**config.mk**
```make
export PLATFORM = sky130hd
export DESIGN_NAME = sram_req_arbiter
export DESIGN_NICKNAME = d
export VERILOG_FILES = /design/src/rtl/sram_req_arbiter_pkg.sv /design/src/rtl/arb_src_fifo.sv /design/src/rtl/sram_req_arbiter.sv
export SDC_FILE = /design/constraint.sdc
export NUM_CORES = 1
export LEC_CHECK = 0
export BUFFER_PORTS_ARGS = -buffer_cell sky130_fd_sc_hd__buf_2
export CORE_AREA = 2 2 122 124
export CTS_CLUSTER_SIZE = 8
export DETAILED_ROUTE_END_ITERATION = 12
export DIE_AREA = 0 0 124 126
export PLACE_DENSITY = 0.41
export SYNTH_ARGS = -nofsm -noshare
export SYNTH_HDL_FRONTEND = slang
export SYNTH_SLANG_ARGS = --single-unit
```
**constraint.sdc**
```tcl
create_clock -name clk -period 2.9 [get_ports clk]
set_input_delay 0.87 -clock clk [delete_from_list [all_inputs] [get_ports clk]]
set_output_delay 0.87 -clock clk [all_outputs]
set_load 0.005 [all_outputs]
```
**src/rtl/sram_req_arbiter_pkg.sv**
```systemverilog
// Shared types and defaults for the inst/data SRAM-like request arbiter.
// Source tags identify which requester issued each outstanding transaction.
package sram_req_arbiter_pkg;

    typedef enum logic {
        ARB_SRC_INST = 1'b0,
        ARB_SRC_DATA = 1'b1
    } arb_src_e;

    localparam int ARB_OUTSTANDING_DEF = 2;

endpackage

```
**src/rtl/arb_src_fifo.sv**
```systemverilog
// In-order FIFO of 1-bit source tags, one entry per accepted-but-unanswered
// transaction; the head names the requester owed the next response.
module arb_src_fifo
    import sram_req_arbiter_pkg::*;
#(
    parameter int DEPTH = ARB_OUTSTANDING_DEF,
    localparam int PTR_W = (DEPTH > 1) ? $clog2(DEPTH) : 1,
    localparam int CNT_W = $clog2(DEPTH + 1)
) (
    input  logic     clk,
    input  logic     reset,
    input  logic     push,
    input  arb_src_e push_src,
    input  logic     pop,
    output logic     full,
    output logic     empty,
    output arb_src_e head
);

    arb_src_e         slots_q [DEPTH];
    arb_src_e         slots_d [DEPTH];
    logic [PTR_W-1:0] wr_ptr_q, wr_ptr_d;
    logic [PTR_W-1:0] rd_ptr_q, rd_ptr_d;
    logic [CNT_W-1:0] count_q, count_d;
    logic             do_push;
    logic             do_pop;

    function automatic logic [PTR_W-1:0] next_ptr(input logic [PTR_W-1:0] ptr);
        return (ptr == PTR_W'(DEPTH - 1)) ? '0 : ptr + 1'b1;
    endfunction

    assign full    = (count_q == CNT_W'(DEPTH));
    assign empty   = (count_q == '0);
    assign head    = slots_q[rd_ptr_q];
    assign do_push = push && !full;
    assign do_pop  = pop && !empty;

    always_comb begin
        slots_d  = slots_q;
        wr_ptr_d = wr_ptr_q;
        rd_ptr_d = rd_ptr_q;
        count_d  = count_q;
        if (do_push) begin
            slots_d[wr_ptr_q] = push_src;
            wr_ptr_d          = next_ptr(wr_ptr_q);
        end
        if (do_pop) begin
            rd_ptr_d = next_ptr(rd_ptr_q);
        end
        // Push and pop together leave the occupancy unchanged.
        unique case ({do_push, do_pop})
            2'b10:   count_d = count_q + 1'b1;
            2'b01:   count_d = count_q - 1'b1;
            default: count_d = count_q;
        endcase
    end

    always_ff @(posedge clk or posedge reset) begin
        if (reset) begin
            for (int i = 0; i < DEPTH; i++) begin
                slots_q[i] <= ARB_SRC_INST;
            end
            wr_ptr_q <= '0;
            rd_ptr_q <= '0;
            count_q  <= '0;
        end else begin
            slots_q  <= slots_d;
            wr_ptr_q <= wr_ptr_d;
            rd_ptr_q <= rd_ptr_d;
            count_q  <= count_d;
        end
    end

endmodule

```
**src/rtl/sram_req_arbiter.sv**
```systemverilog
// Shares one SRAM-like memory port between the instruction and data request
// ports: data-first priority, grants held until accepted, in-order response routing.
module sram_req_arbiter
    import sram_req_arbiter_pkg::*;
#(
    parameter int OUTSTANDING = ARB_OUTSTANDING_DEF
) (
    input  logic        clk,
    input  logic        reset,

    input  logic        inst_req,
    input  logic        inst_wr,
    input  logic [1:0]  inst_size,
    input  logic [31:0] inst_addr,
    input  logic [3:0]  inst_wstrb,
    input  logic [31:0] inst_wdata,
    output logic        inst_addr_ok,
    output logic        inst_data_ok,
    output logic [31:0] inst_rdata,

    input  logic        data_req,
    input  logic        data_wr,
    input  logic [1:0]  data_size,
    input  logic [31:0] data_addr,
    input  logic [3:0]  data_wstrb,
    input  logic [31:0] data_wdata,
    output logic        data_addr_ok,
    output logic        data_data_ok,
    output logic [31:0] data_rdata,

    output logic        mem_req,
    output logic        mem_wr,
    output logic [1:0]  mem_size,
    output logic [31:0] mem_addr,
    output logic [3:0]  mem_wstrb,
    output logic [31:0] mem_wdata,
    input  logic        mem_addr_ok,
    input  logic        mem_data_ok,
    input  logic [31:0] mem_rdata
);

    arb_src_e grant_src;
    logic     granted_req;
    logic     lock_q, lock_d;
    arb_src_e lock_src_q, lock_src_d;
    logic     fifo_full;
    logic     fifo_empty;
    arb_src_e fifo_head;
    logic     accept;

    // A stalled grant stays with its owner so a requester's fields never
    // switch underneath the downstream while it is deciding.
    always_comb begin
        grant_src = ARB_SRC_INST;
        if (lock_q) begin
            grant_src = lock_src_q;
        end else if (data_req) begin
            grant_src = ARB_SRC_DATA;
        end
    end

    always_comb begin
        granted_req = inst_req;
        mem_wr      = inst_wr;
        mem_size    = inst_size;
        mem_addr    = inst_addr;
        mem_wstrb   = inst_wstrb;
        mem_wdata   = inst_wdata;
        if (grant_src == ARB_SRC_DATA) begin
            granted_req = data_req;
            mem_wr      = data_wr;
            mem_size    = data_size;
            mem_addr    = data_addr;
            mem_wstrb   = data_wstrb;
            mem_wdata   = data_wdata;
        end
    end

    assign mem_req      = granted_req && !fifo_full && !reset;
    assign accept       = mem_req && mem_addr_ok;
    assign inst_addr_ok = accept && (grant_src == ARB_SRC_INST);
    assign data_addr_ok = accept && (grant_src == ARB_SRC_DATA);

    assign inst_data_ok = mem_data_ok && !fifo_empty && (fifo_head == ARB_SRC_INST) && !reset;
    assign data_data_ok = mem_data_ok && !fifo_empty && (fifo_head == ARB_SRC_DATA) && !reset;
    assign inst_rdata   = mem_rdata;
    assign data_rdata   = mem_rdata;

    always_comb begin
        lock_d     = 1'b0;
        lock_src_d = lock_src_q;
        if (mem_req && !mem_addr_ok) begin
            lock_d     = 1'b1;
            lock_src_d = grant_src;
        end
    end

    always_ff @(posedge clk or posedge reset) begin
        if (reset) begin
            lock_q     <= 1'b0;
            lock_src_q <= ARB_SRC_INST;
        end else begin
            lock_q     <= lock_d;
            lock_src_q <= lock_src_d;
        end
    end

    arb_src_fifo #(
        .DEPTH (OUTSTANDING)
    ) u_src_fifo (
        .clk      (clk),
        .reset    (reset),
        .push     (accept),
        .push_src (grant_src),
        .pop      (mem_data_ok),
        .full     (fifo_full),
        .empty    (fifo_empty),
        .head     (fifo_head)
    );

endmodule

```
# Yosys cells after proc, flatten, opt, wreduce, memory -nomap -nowiden
# Cells that the tools add are included.
# W data, S select, Z words.
# totals
ff_bits	8
latchBits	0
ram_bits	0
romBits	0
inputBits	180
output_inout_bits	140
elab_cells	58
n_memories	0
# op_classes
addsub	4
multipliers	0
div_mod_pow	0
magnitude_cmp	3
n_eq_ne	3
shifts	0
mux	18
n_bitwise	4
reduce_logical	19
# ops
cell	count
$mux W32	2
$logic_and A1 B1 Y1	13
$mux W1	11
$eq A2 B2 Y1 const B	2
$ge A2 B2 Y1 const B	2
$logic_not A1 Y1	4
$mux W4	1
$not A1 Y2	2
$pmux W2 S2	1
$add A1 B1 Y1 const B	2
$add A2 B1 Y2 const B	1
$bwmux W2	1
$eq A2 B1 Y1 const B	1
$logic_not A2 Y1	1
$lt A2 B1 Y1 const B	1
$mux W2	1
$not A1 Y1	2
$reduce_bool A2 Y1	1
$sub A2 B1 Y2 const B	1
$demux W1 S1	1

# Depth between registers and ports, before layout
# Gate-level depths: netlist of run 1.
# logic_depth
depth_word	9
ltp_mapped	8
depth_no_buf	7

# Cells and area by module
# A second synthesis of run 1 with hierarchy kept.
# unflattened
cells_unflattened	186
area_unflattened_um2	1823.0
# modules_own_cells
mod	n_inst	cells_per_inst	area_each_um2	seq_area_each_um2
sram_req_arbiter	1	162	1536.5	50.0
arb_src_fifo	1	24	286.5	150.1

# Worst setup path after synthesis of run 1
# OpenSTA, ideal clock, no wires.
# synth_path
path_type	input-to-output
start	input port data_req
end	output port data_addr_ok
arrival_ns	1.987
required_ns	2.030
setup_slack_ns	0.043
stages	5
path_buffers	1
path_cell_list	and3b_1 -> or4b_4 -> or2_0 -> buf_2 -> nor2_1
# synth_between
elab_chain_len	7
# synth_rtl
item	line_no	source
start: declaration	sram_req_arbiter.sv:21	input logic data_req,
$mux W1	sram_req_arbiter.sv:57	end else if (data_req) begin
$mux W1	sram_req_arbiter.sv:55	if (lock_q) begin
$mux W1	sram_req_arbiter.sv:69	if (grant_src == ARB_SRC_DATA) begin
$logic_and A1 B1 Y1 (2 in series)	sram_req_arbiter.sv:79	assign mem_req = granted_req && !fifo_full && !reset;
$logic_and A1 B1 Y1	sram_req_arbiter.sv:80	assign accept = mem_req && mem_addr_ok;
$logic_and A1 B1 Y1 *	sram_req_arbiter.sv:82	assign data_addr_ok = accept && (grant_src == ARB_SRC_DATA);
end: declaration	sram_req_arbiter.sv:27	output logic data_addr_ok,
# Mark *: on every way between the ends. The rest lies on a longest branch, timed or not.

# Worst setup path after layout of run 1
# Ends and elaborated chain as after synthesis.

==> impl_metrics.env, run 1 <==
export IMPL_crit_type="in2out"
export IMPL_hpwl_um=5850
export IMPL_p_per_area_mw_per_mm2=449
export IMPL_yosys_top_cells_count="nand2_1, buf_4, clkbuf_1"
export IMPL_drc=0
export IMPL_finalWorstSetupSlack_ps=-65.9
export IMPL_hold_ws_ps=486
export IMPL_reg2reg_slack_ps=650
export IMPL_die_area_sq_mm=0.0156
export IMPL_post_synth_num_cell_types=24
export IMPL_crit_start="data_req"
export IMPL_cts_setup_buffers=0
export IMPL_r2r_start="lock_q$_DFF_PP0_"
export IMPL_required_ps=2030
export IMPL_antenna_cells=0
export IMPL_r2r_cells=7
export IMPL_drt_wl_total_um=6880
export IMPL_slew_violations=0
export IMPL_dr_pass1_iters=4
export IMPL_hold_class="reg2reg"
export IMPL_violations="negative setup slack"
export IMPL_synth_edf_count=0
export IMPL_grt_pass1_vias=2094
export IMPL_syn_area_sq_mm=0.00177
export IMPL_rows=44
export IMPL_die_width_um=124
export IMPL_synth_top_cell_by_area="nand2_1"
export IMPL_netlist_instances=332
export IMPL_finClkSkew_ps=0.263
export IMPL_crit_fanout=3
export IMPL_port_buffers=223
export IMPL_coreArea_sq_mm=0.0143
export IMPL_die_y_um=126
export IMPL_antenna_found_initial=0
export IMPL_grt_max_degree=45
export IMPL_avgSynthCellArea_sq_um=5.34
export IMPL_synth_most_common_cell="nand2_1"
export IMPL_worst_ir_drop_vdd_mv=0.192
export IMPL_io_pins=320
export IMPL_via_per_inst=3.55
export IMPL_cts_hold_buffers_added=0
export IMPL_clk_pin_slew_ps=40
export IMPL_finalNonFillerCells=674
export IMPL_synth_seq_area_share_pct=11.3
export IMPL_initial_core_util_pct=12.4
export IMPL_place_gp_congestion=0.724
export IMPL_relSlewSlack_pct=70.4
export IMPL_synth_top_cell_area_share_pct=45.1
export IMPL_outcome="finished with violations"
export IMPL_max_freq_ghz=0.337
export IMPL_ant_nets=0
export IMPL_cts_buffer_depth=2
export IMPL_synth_seq_cells=8
export IMPL_wl_per_cell_um=10.2
export IMPL_critPathCaptureType="output port"
export IMPL_clock_sinks=8
export IMPL_cp_data_arrival_time_ps=2100
export IMPL_hold_viol_final=0
export IMPL_p_leak_uw=0.00183
export IMPL_period_share_pct=102
export IMPL_max_slew_worst_pin_slew_ps=439
export IMPL_h_tree_depth=1
export IMPL_clk_latency_ps=230
export IMPL_grt_ovfl_total=0
export IMPL_r2r_end="u_src_fifo.count_q[1]$_DFFE_PP0P_"
export IMPL_layout_drive_gt1_share_pct=50.0
export IMPL_critPathLaunchType="primary input"
export IMPL_nets=673
export IMPL_postLayoutCoreUtil_pct=19.5
export IMPL_place_inst=671
export IMPL_period_minus_slack_ps=2970
export IMPL_cts_tree="done"
export IMPL_grt_setup_unrepaired="true"
export IMPL_critical_path_endpoint="data_addr_ok"
export IMPL_max_cap_violations=0
export IMPL_areaGrowthSynthToFinish_pct=57.5
export IMPL_drt_initial_drc_count=44
export IMPL_vias=2391
export IMPL_synth_async_sr_flop_share_pct=100
export IMPL_synth_area_leaders="nand2_1, buf_4, dfrtp_1"
export IMPL_yosys_warnings=0
export IMPL_syn_num_nets=513
export IMPL_cts_root_buffer="clkbuf_16"
export IMPL_grt_use_total_pct=7.79
export IMPL_numCtsBuffers=3
export IMPL_grt_pass1_wl_um=9790
export IMPL_finalSetupViolCount=2
export IMPL_ys_flop_type="dfrtp_1"
worst min-delay path by stage:
stage | slack [ps] | depth (start not counted) | start | end
finish | 490 | 1 | u_src_fifo.rd_ptr_q$_DFFE_PP0P_ | u_src_fifo.rd_ptr_q$_DFFE_PP0P_
global route | 510 | 1 | u_src_fifo.rd_ptr_q$_DFFE_PP0P_ | u_src_fifo.rd_ptr_q$_DFFE_PP0P_
CTS | 490 | 1 | u_src_fifo.count_q[1]$_DFFE_PP0P_ | u_src_fifo.count_q[1]$_DFFE_PP0P_
detailed placement | 480 | 1 | u_src_fifo.count_q[1]$_DFFE_PP0P_ | u_src_fifo.count_q[1]$_DFFE_PP0P_
global placement | 480 | 1 | u_src_fifo.count_q[1]$_DFFE_PP0P_ | u_src_fifo.count_q[1]$_DFFE_PP0P_
floorplan | 450 | 1 | u_src_fifo.count_q[1]$_DFFE_PP0P_ | u_src_fifo.count_q[1]$_DFFE_PP0P_
placed cells by master (no fill, tap or decap):
cell type and count:
xor2_1 1, o21ai_0 1, nor2_1 3, or3_1 1, clkbuf_16 3, xnor2_1 4
nor3_1 2, or2_4 1, buf_4 10, and3_1 1, and2b_1 1, and3b_1 1
buf_2 222, dfrtp_1 8, ha_1 1, mux2i_1 1, mux2_2 3, mux2i_4 1
inv_1 2, nand2b_1 1, buf_6 1, buf_12 2, a21oi_1 1, nor2_2 1
o31ai_1 2, nand2_1 213, or4b_4 1, nor3b_1 1
flip-flops by register name, summed over array words and instances, names as in the netlist:
name / cells
u_src_fifo.rd_ptr_q: 1
u_src_fifo.wr_ptr_q: 1
lock_src_q: 1
lock_q: 1
u_src_fifo.slots_q: 2
u_src_fifo.count_q: 2
power breakdown:
part	internal (uW)	switching, uW	total (uW)
clock	177	49.4	227
combinational	406	400	806
sequential	166	53.7	220
timing repair:
item                                    4_1_cts  5_1_grt
endpoints found under the setup margin        2        2
resized for setup                             3        1
pin swaps                                     1        2
metal layers:
metal / wire [um] / track usage (%) / vias to the layer above / share of wire, %
met4: 96 / 1.98 / 0 / 1.4
met1: 2500 / 8.01 / 948 / 36
met2: 3370 / 14.8 / 174 / 49
met3: 913 / 2.67 / 15 / 13
met5: 0 / 0 / - / 0
li1: - / - / 1254 / -
critical path: stages:
cell	delay [ps]
buf_6	70
and3b_1	170
or4b_4	510
or2_4	290
nor2_1	80
buf_2	110
through the flow:
stage	area (sq um)	setup TNS (ps)	setup WS, ps	total power (uW)
6_report	2790	-120	-65.9	1250
5_1_grt	2790	-238	-124	1390
4_1_cts	2790	-133	-73.2	1280
3_5_place_dp	2700	-304	-153	1050
3_3_place_gp	2700	-305	-163	1050
2_1_floorplan	1770	0	42.8	696
cell families (layout without fill, tap and decap cells):
kind of cell,Yosys count,after routing,synth area share [%]
compound gates,4,4,1.41
xor+xnor,5,5,2.47
fa+ha+maj,1,1,0.706
buf+inv,82,240,31.0
flops,8,8,11.3
mux,5,5,3.04
simple gates,227,227,50.1
final cells by class:
class | instances | area (sq um)
Clock buffer | 3 | 75.1
Fill cell | 1690 | 11500
Inverter | 2 | 7.51
Multi-Input combinational cell | 242 | 1040
Sequential cell | 8 | 200
Tap cell | 184 | 230
Timing Repair Buffer | 235 | 1240
Note: power is estimated with default switching activity, not from simulation.
==> inputs of run 2 (changes only) <==
--- a/config.mk
+++ b/config.mk
@@ -7,10 +7,10 @@
 export LEC_CHECK = 0
 export BUFFER_PORTS_ARGS = -buffer_cell sky130_fd_sc_hd__buf_2
 export CORE_AREA = 2 2 122 124
-export CTS_CLUSTER_SIZE = 8
 export DETAILED_ROUTE_END_ITERATION = 12
 export DIE_AREA = 0 0 124 126
 export PLACE_DENSITY = 0.41
 export SYNTH_ARGS = -nofsm -noshare
 export SYNTH_HDL_FRONTEND = slang
 export SYNTH_SLANG_ARGS = --single-unit
+export TNS_END_PERCENT = 1
==> run 2 against run 1 <==
The flow still finishes with violations (negative setup slack). Sequential power hardly changed. Clock-buffer cell count stayed put. Worst hold slack stayed put. Final cell count stayed put. Global-route usage stayed put. Power hardly changed. Cell area stayed put. Worst setup slack better by 20 ps. Maximum frequency is 0.67% higher. Clock power hardly changed. Core utilization stayed put. Largest power group unchanged.
==> impl_metrics.env, run 2 (synthesized netlist as in run 1, its figures left out) <==
export IMPL_grt_ovfl_total=0
export IMPL_max_cap_violations=0
export IMPL_fillers=1690
export IMPL_finalSetupViolCount=2
export IMPL_pwr_share_seq_pct=17.6
export IMPL_hold_ws_ps=486
export IMPL_crit_start="data_req"
export IMPL_relSlewSlack_pct=70.4
export IMPL_ctsResizeCount=3
export IMPL_cts_hold_buffers_added=0
export IMPL_drc=0
export IMPL_cp_data_arrival_time_ps=2080
export IMPL_cts_tree="done"
export IMPL_power_frac_clock_pct=18.1
export IMPL_drt_initial_drc_count=44
export IMPL_hold_viol_final=0
export IMPL_crit_fanout=3
export IMPL_cts_root_buffer="clkbuf_16"
export IMPL_clock_sinks=8
export IMPL_violations="negative setup slack"
export IMPL_power_switching_uw=503
export IMPL_grt_pass1_vias=2094
export IMPL_period_minus_slack_ps=2950
export IMPL_place_gp_congestion=0.724
export IMPL_worst_ir_drop_vdd_mv=0.192
export IMPL_port_buffers=223
export IMPL_combPwrFrac_pct=64.3
export IMPL_critPathCaptureType="output port"
export IMPL_layout_drive_gt1_share_pct=50.0
export IMPL_cts_buffer_depth=2
export IMPL_critical_path_max_stage_delay_ps=510
export IMPL_cp_cell_sequence="buf_6 -> and3b_1 -> or4b_4 -> or2_4 -> nor2_1 -> buf_2"
export IMPL_r2r_start="lock_q$_DFF_PP0_"
export IMPL_worstPathBufferInverterCount=2
export IMPL_rows=44
export IMPL_grt_setup_unrepaired="true"
export IMPL_dr_pass1_iters=4
export IMPL_numCtsBuffers=3
export IMPL_areaGrowthSynthToFinish_pct=57.5
export IMPL_wl_per_cell_um=10.2
export IMPL_hpwl_um=5850
export IMPL_finClkSkew_ps=0.263
export IMPL_post_place_ws_ps=-153
export IMPL_final_cell_mix="buf_2, nand2_1, buf_4"
export IMPL_largest_registers="u_src_fifo.count_q: 2 flops, u_src_fifo.slots_q: 2 flops"
export IMPL_final_common_cell="buf_2"
export IMPL_cts_setup_buffers=0
export IMPL_ant_nets=0
export IMPL_nets=673
export IMPL_period_share_pct=102
export IMPL_cp_slowest_cell="or4b_4"
export IMPL_die_area_sq_mm=0.0156
export IMPL_clk_pin_slew_ps=40
export IMPL_initial_core_util_pct=12.4
export IMPL_die_y_um=126
export IMPL_slew_violations=0
export IMPL_p_leak_uw=0.00183
export IMPL_grt_pass1_wl_um=9790
export IMPL_min_delay_start="u_src_fifo.rd_ptr_q$_DFFE_PP0P_"
export IMPL_clk_latency_ps=230
export IMPL_via_per_inst=3.54
export IMPL_cp_top_family="simple AND/OR/NAND/NOR gates"
export IMPL_critPathLaunchType="primary input"
export IMPL_crit_type="in2out"
export IMPL_grt_use_total_pct=7.79
export IMPL_coreArea_sq_mm=0.0143
export IMPL_outcome="finished with violations"
export IMPL_h_tree_depth=1
export IMPL_p_sw_share_pct=40.2
export IMPL_p_per_area_mw_per_mm2=449
export IMPL_die_width_um=124
export IMPL_max_slew_worst_pin_slew_ps=439
export IMPL_intPower_uw=749
export IMPL_max_freq_ghz=0.339
export IMPL_vias=2387
export IMPL_antenna_found_initial=0
export IMPL_hold_class="reg2reg"
export IMPL_antenna_cells=0
export IMPL_grt_max_degree=45
export IMPL_io_pins=320
export IMPL_drt_wl_total_um=6880
export IMPL_finalWorstSetupSlack_ps=-46.0
export IMPL_required_ps=2030
[run 2: cell counts in the layout (fill, tap and decap cells not counted)]
No cell type changed its count.
[run 2: path summary, 6_finish.rpt]
| path | endpoint | slack (ps) | cells after the start |
|---|---|---|---|
| min in group asynchronous | u_src_fifo.count_q[1]$_DFFE_PP0P_ | 750 | 4 |
| setup / recovery | data_addr_ok | -50 | 6 |
| setup reg to reg | u_src_fifo.count_q[1]$_DFFE_PP0P_ | 670 | 7 |
| hold / removal | u_src_fifo.rd_ptr_q$_DFFE_PP0P_ | 490 | 1 |
| max in group asynchronous | u_src_fifo.slots_q[0]$_DFFE_PP0P_ | 2020 | 4 |
| hold reg to reg | u_src_fifo.rd_ptr_q$_DFFE_PP0P_ | 490 | 1 |
[run 2: area by class of cell]
type,count,area (sq um),area share [%]
Inverter,2,7.51,0.269
Timing Repair Buffer,235,1240,44.3
Multi-Input combinational cell,242,1040,37.3
Clock buffer,3,75.1,2.69
Tap cell,184,230,8.25
Sequential cell,8,200,7.17
[run 2: power groups by stage]
stage                     clock network, uW  registers, uW  logic (uW)
after floorplan                           0            202         493
final                                   227            220         806
after detailed placement                  0            223         823
after global placement                    0            222         828
after global routing                    241            228         920
after CTS                               233            221         827
[run 2: layer usage]
metal,up-vias,track usage [%],wire [um]
li1,1254,-,-
met1,948,8.01,2520
met2,170,14.8,3370
met3,15,2.67,892
met4,0,1.98,96
met5,-,0,0
[run 2: metrics by stage]
step	total power [uW]	area (sq um)	TNS, ps	std cells	util (%)
after floorplan	696	1770	0	332	-
final	1250	2790	-79.8	674	19.5
after global routing	1390	2790	-195	674	19.5
after detailed placement	1050	2700	-304	671	18.9
after CTS	1280	2790	-116	674	19.5
after global placement	1050	2700	-305	671	18.9
==> inputs of run 3 (changes only) <==
--- a/config.mk
+++ b/config.mk
@@ -5,10 +5,11 @@
 export SDC_FILE = /design/constraint.sdc
 export NUM_CORES = 1
 export LEC_CHECK = 0
+export ABC_AREA = 1
 export BUFFER_PORTS_ARGS = -buffer_cell sky130_fd_sc_hd__buf_2
-export CORE_AREA = 2 2 122 124
+export CORE_AREA = 2 2 123 125
 export DETAILED_ROUTE_END_ITERATION = 12
-export DIE_AREA = 0 0 124 126
+export DIE_AREA = 0 0 125 127
 export PLACE_DENSITY = 0.41
 export SYNTH_ARGS = -nofsm -noshare
 export SYNTH_HDL_FRONTEND = slang
==> constraint.sdc (replaced) <==
create_clock -name clk -period 3.7 [get_ports clk]
set_input_delay 1.11 -clock clk [delete_from_list [all_inputs] [get_ports clk]]
set_output_delay 1.11 -clock clk [all_outputs]
set_load 0.005 [all_outputs]
==> run 3 against run 2 <==
The flow now finishes without violations. Clock skew is 2.5 ps higher. Power is 28% lower. Via count grew 2.0%. Worst setup slack improved by 530 ps. Synthesized area up 5.2%. Cell area is 1.8% lower. Highest routed layer unchanged.
==> impl_metrics.env, run 3 <==
export IMPL_coreArea_sq_mm=0.0144
export IMPL_cp_data_arrival_time_ps=2100
export IMPL_die_area_sq_mm=0.0159
export IMPL_grt_pass1_vias=2298
export IMPL_crit_fanout=33
export IMPL_max_cap_violations=0
export IMPL_final_cell_mix="nand2_1, buf_2, inv_1, dfrtp_1"
export IMPL_post_synth_num_cell_types=20
export IMPL_wl_per_cell_um=10.4
export IMPL_finClkSkew_ps=2.80
export IMPL_max_slew_worst_pin_slew_ps=366
export IMPL_layout_drive_gt1_share_pct=48.0
export IMPL_relSlewSlack_pct=75.4
export IMPL_p_per_area_mw_per_mm2=329
export IMPL_grt_ovfl_total=0
export IMPL_period_minus_slack_ps=3210
export IMPL_cp_cell_sequence="buf_2 -> nand2_2 -> nand2_2 -> inv_2 -> buf_4 -> nand2_1 -> nand2_1 -> buf_2"
export IMPL_synth_async_sr_flop_share_pct=100
export IMPL_clk_latency_ps=230
export IMPL_ys_flop_type="dfrtp_1"
export IMPL_hold_class="reg2reg"
export IMPL_critical_path_max_stage_delay_ps=310
export IMPL_p_leak_uw=0.00183
export IMPL_yosys_top_cells_count="nand2_1, buf_4, dfrtp_1, inv_1, buf_6"
export IMPL_io_pins=320
export IMPL_crit_type="in2out"
export IMPL_die_width_um=125
export IMPL_synth_top_cell_by_area="nand2_1"
export IMPL_required_ps=2590
export IMPL_ctsResizeCount=0
export IMPL_synth_seq_area_share_pct=10.7
export IMPL_avgSynthCellArea_sq_um=5.35
export IMPL_place_gp_congestion=0.699
export IMPL_cts_setup_buffers=0
export IMPL_finalSetupViolCount=0
export IMPL_reg2reg_slack_ps=1950
export IMPL_postLayoutCoreUtil_pct=19.0
export IMPL_synth_top_cell_area_share_pct=45.9
export IMPL_die_y_um=127
export IMPL_critPathCaptureType="output port"
export IMPL_h_tree_depth=1
export IMPL_antenna_cells=0
export IMPL_grt_max_degree=43
export IMPL_min_delay_start="u_src_fifo.slots_q[0]$_DFFE_PP0P_"
export IMPL_netlist_instances=348
export IMPL_synth_seq_cells=8
export IMPL_ant_nets=0
export IMPL_nets=683
export IMPL_tns_ps=0
export IMPL_yosys_warnings=0
export IMPL_synth_most_common_cell="nand2_1"
export IMPL_critPathLaunchType="primary input"
export IMPL_grt_pass1_wl_um=10800
export IMPL_cts_buffer_depth=2
export IMPL_via_per_inst=3.56
export IMPL_syn_num_nets=529
export IMPL_cts_root_buffer="clkbuf_16"
export IMPL_period_share_pct=86.8
export IMPL_cp_slowest_cell="buf_4"
export IMPL_drt_wl_total_um=7130
export IMPL_max_freq_ghz=0.311
export IMPL_syn_area_sq_mm=0.00186
export IMPL_drt_initial_drc_count=81
export IMPL_rows=44
export IMPL_clock_sinks=8
export IMPL_outcome="finished clean"
export IMPL_synth_area_leaders="nand2_1, buf_4, dfrtp_1"
export IMPL_areaGrowthSynthToFinish_pct=47.1
export IMPL_slew_violations=0
export IMPL_dr_pass1_iters=4
export IMPL_initial_core_util_pct=12.9
export IMPL_worst_ir_drop_vdd_mv=0.166
export IMPL_antenna_found_initial=0
export IMPL_r2r_start="lock_q$_DFF_PP0_"
export IMPL_drc=0
export IMPL_synth_edf_count=0
export IMPL_crit_start="data_req"
export IMPL_port_buffers=223
export IMPL_clk_pin_slew_ps=40
export IMPL_cts_tree="done"
export IMPL_largest_registers="u_src_fifo.count_q: 2 flops, u_src_fifo.slots_q: 2 flops"
export IMPL_hold_viol_final=0
export IMPL_final_common_cell="nand2_1"
export IMPL_grt_setup_unrepaired="false"
export IMPL_numCtsBuffers=3
export IMPL_grt_use_total_pct=8.03
export IMPL_vias=2434
export IMPL_cts_hold_buffers_added=0
export IMPL_hpwl_um=6000
==> run 3: stage by stage <==
stage | power [uW] | instance area, sq um | hold slack [ps] | setup WS (ps) | instances
floorplan | 536 | 1860 | 449 | 784 | 348
CTS | 916 | 2740 | 502 | 470 | 684
detailed placement | 730 | 2670 | 483 | 474 | 681
global placement | 737 | 2670 | 488 | 474 | 681
finish | 902 | 2740 | 488 | 488 | 684
global route | 1000 | 2740 | 530 | 332 | 684
==> run 3: cell type report <==
cell class	instances	area (sq um)
inverter	9	33.8
fill	1712	11700
multi-input combinational	252	1020
sequential	8	200
clock buffer	3	75.1
tap	184	230
timing repair buffer	228	1180
==> run 3: cells by family after synthesis <==
| family | after synthesis | share of synthesized area [%] |
|---|---|---|
| simple gates | 242 | 50.4 |
| flops | 8 | 10.7 |
| fa+ha+maj | 1 | 0.671 |
| xor+xnor | 3 | 1.41 |
| compound gates | 6 | 2.42 |
| buf+inv | 88 | 34.4 |
==> run 3: worst max-delay path, delay by kind of cell <==
family        cells  cell delay [ps]
buf+inv           4              630
simple gates      4              330
==> run 3: worst paths after layout <==
kind,endpoint,depth (start not counted)
min reg2reg,u_src_fifo.slots_q[0]$_DFFE_PP0P_,2
min,u_src_fifo.slots_q[0]$_DFFE_PP0P_,2
max,mem_wdata[29],8
max reg2reg,u_src_fifo.count_q[1]$_DFFE_PP0P_,8
min in group asynchronous,u_src_fifo.wr_ptr_q$_DFFE_PP0P_,3
max in group asynchronous,lock_src_q$_DFFE_PP0P_,3
==> run 3: power by group <==
| part | switching [uW] | internal [uW] | total (uW) |
|---|---|---|---|
| Combinational | 305 | 258 | 563 |
| Sequential | 30.3 | 129 | 159 |
| Clock | 41.1 | 139 | 180 |
==> run 3: routing by layer <==
metal / track usage, % / wire (um) / vias to the layer above
met5: 0 / 0 / -
met4: 2.94 / 202 / 0
met3: 2.55 / 737 / 25
met2: 14.7 / 3460 / 141
met1: 8.69 / 2730 / 991
li1: - / - / 1277
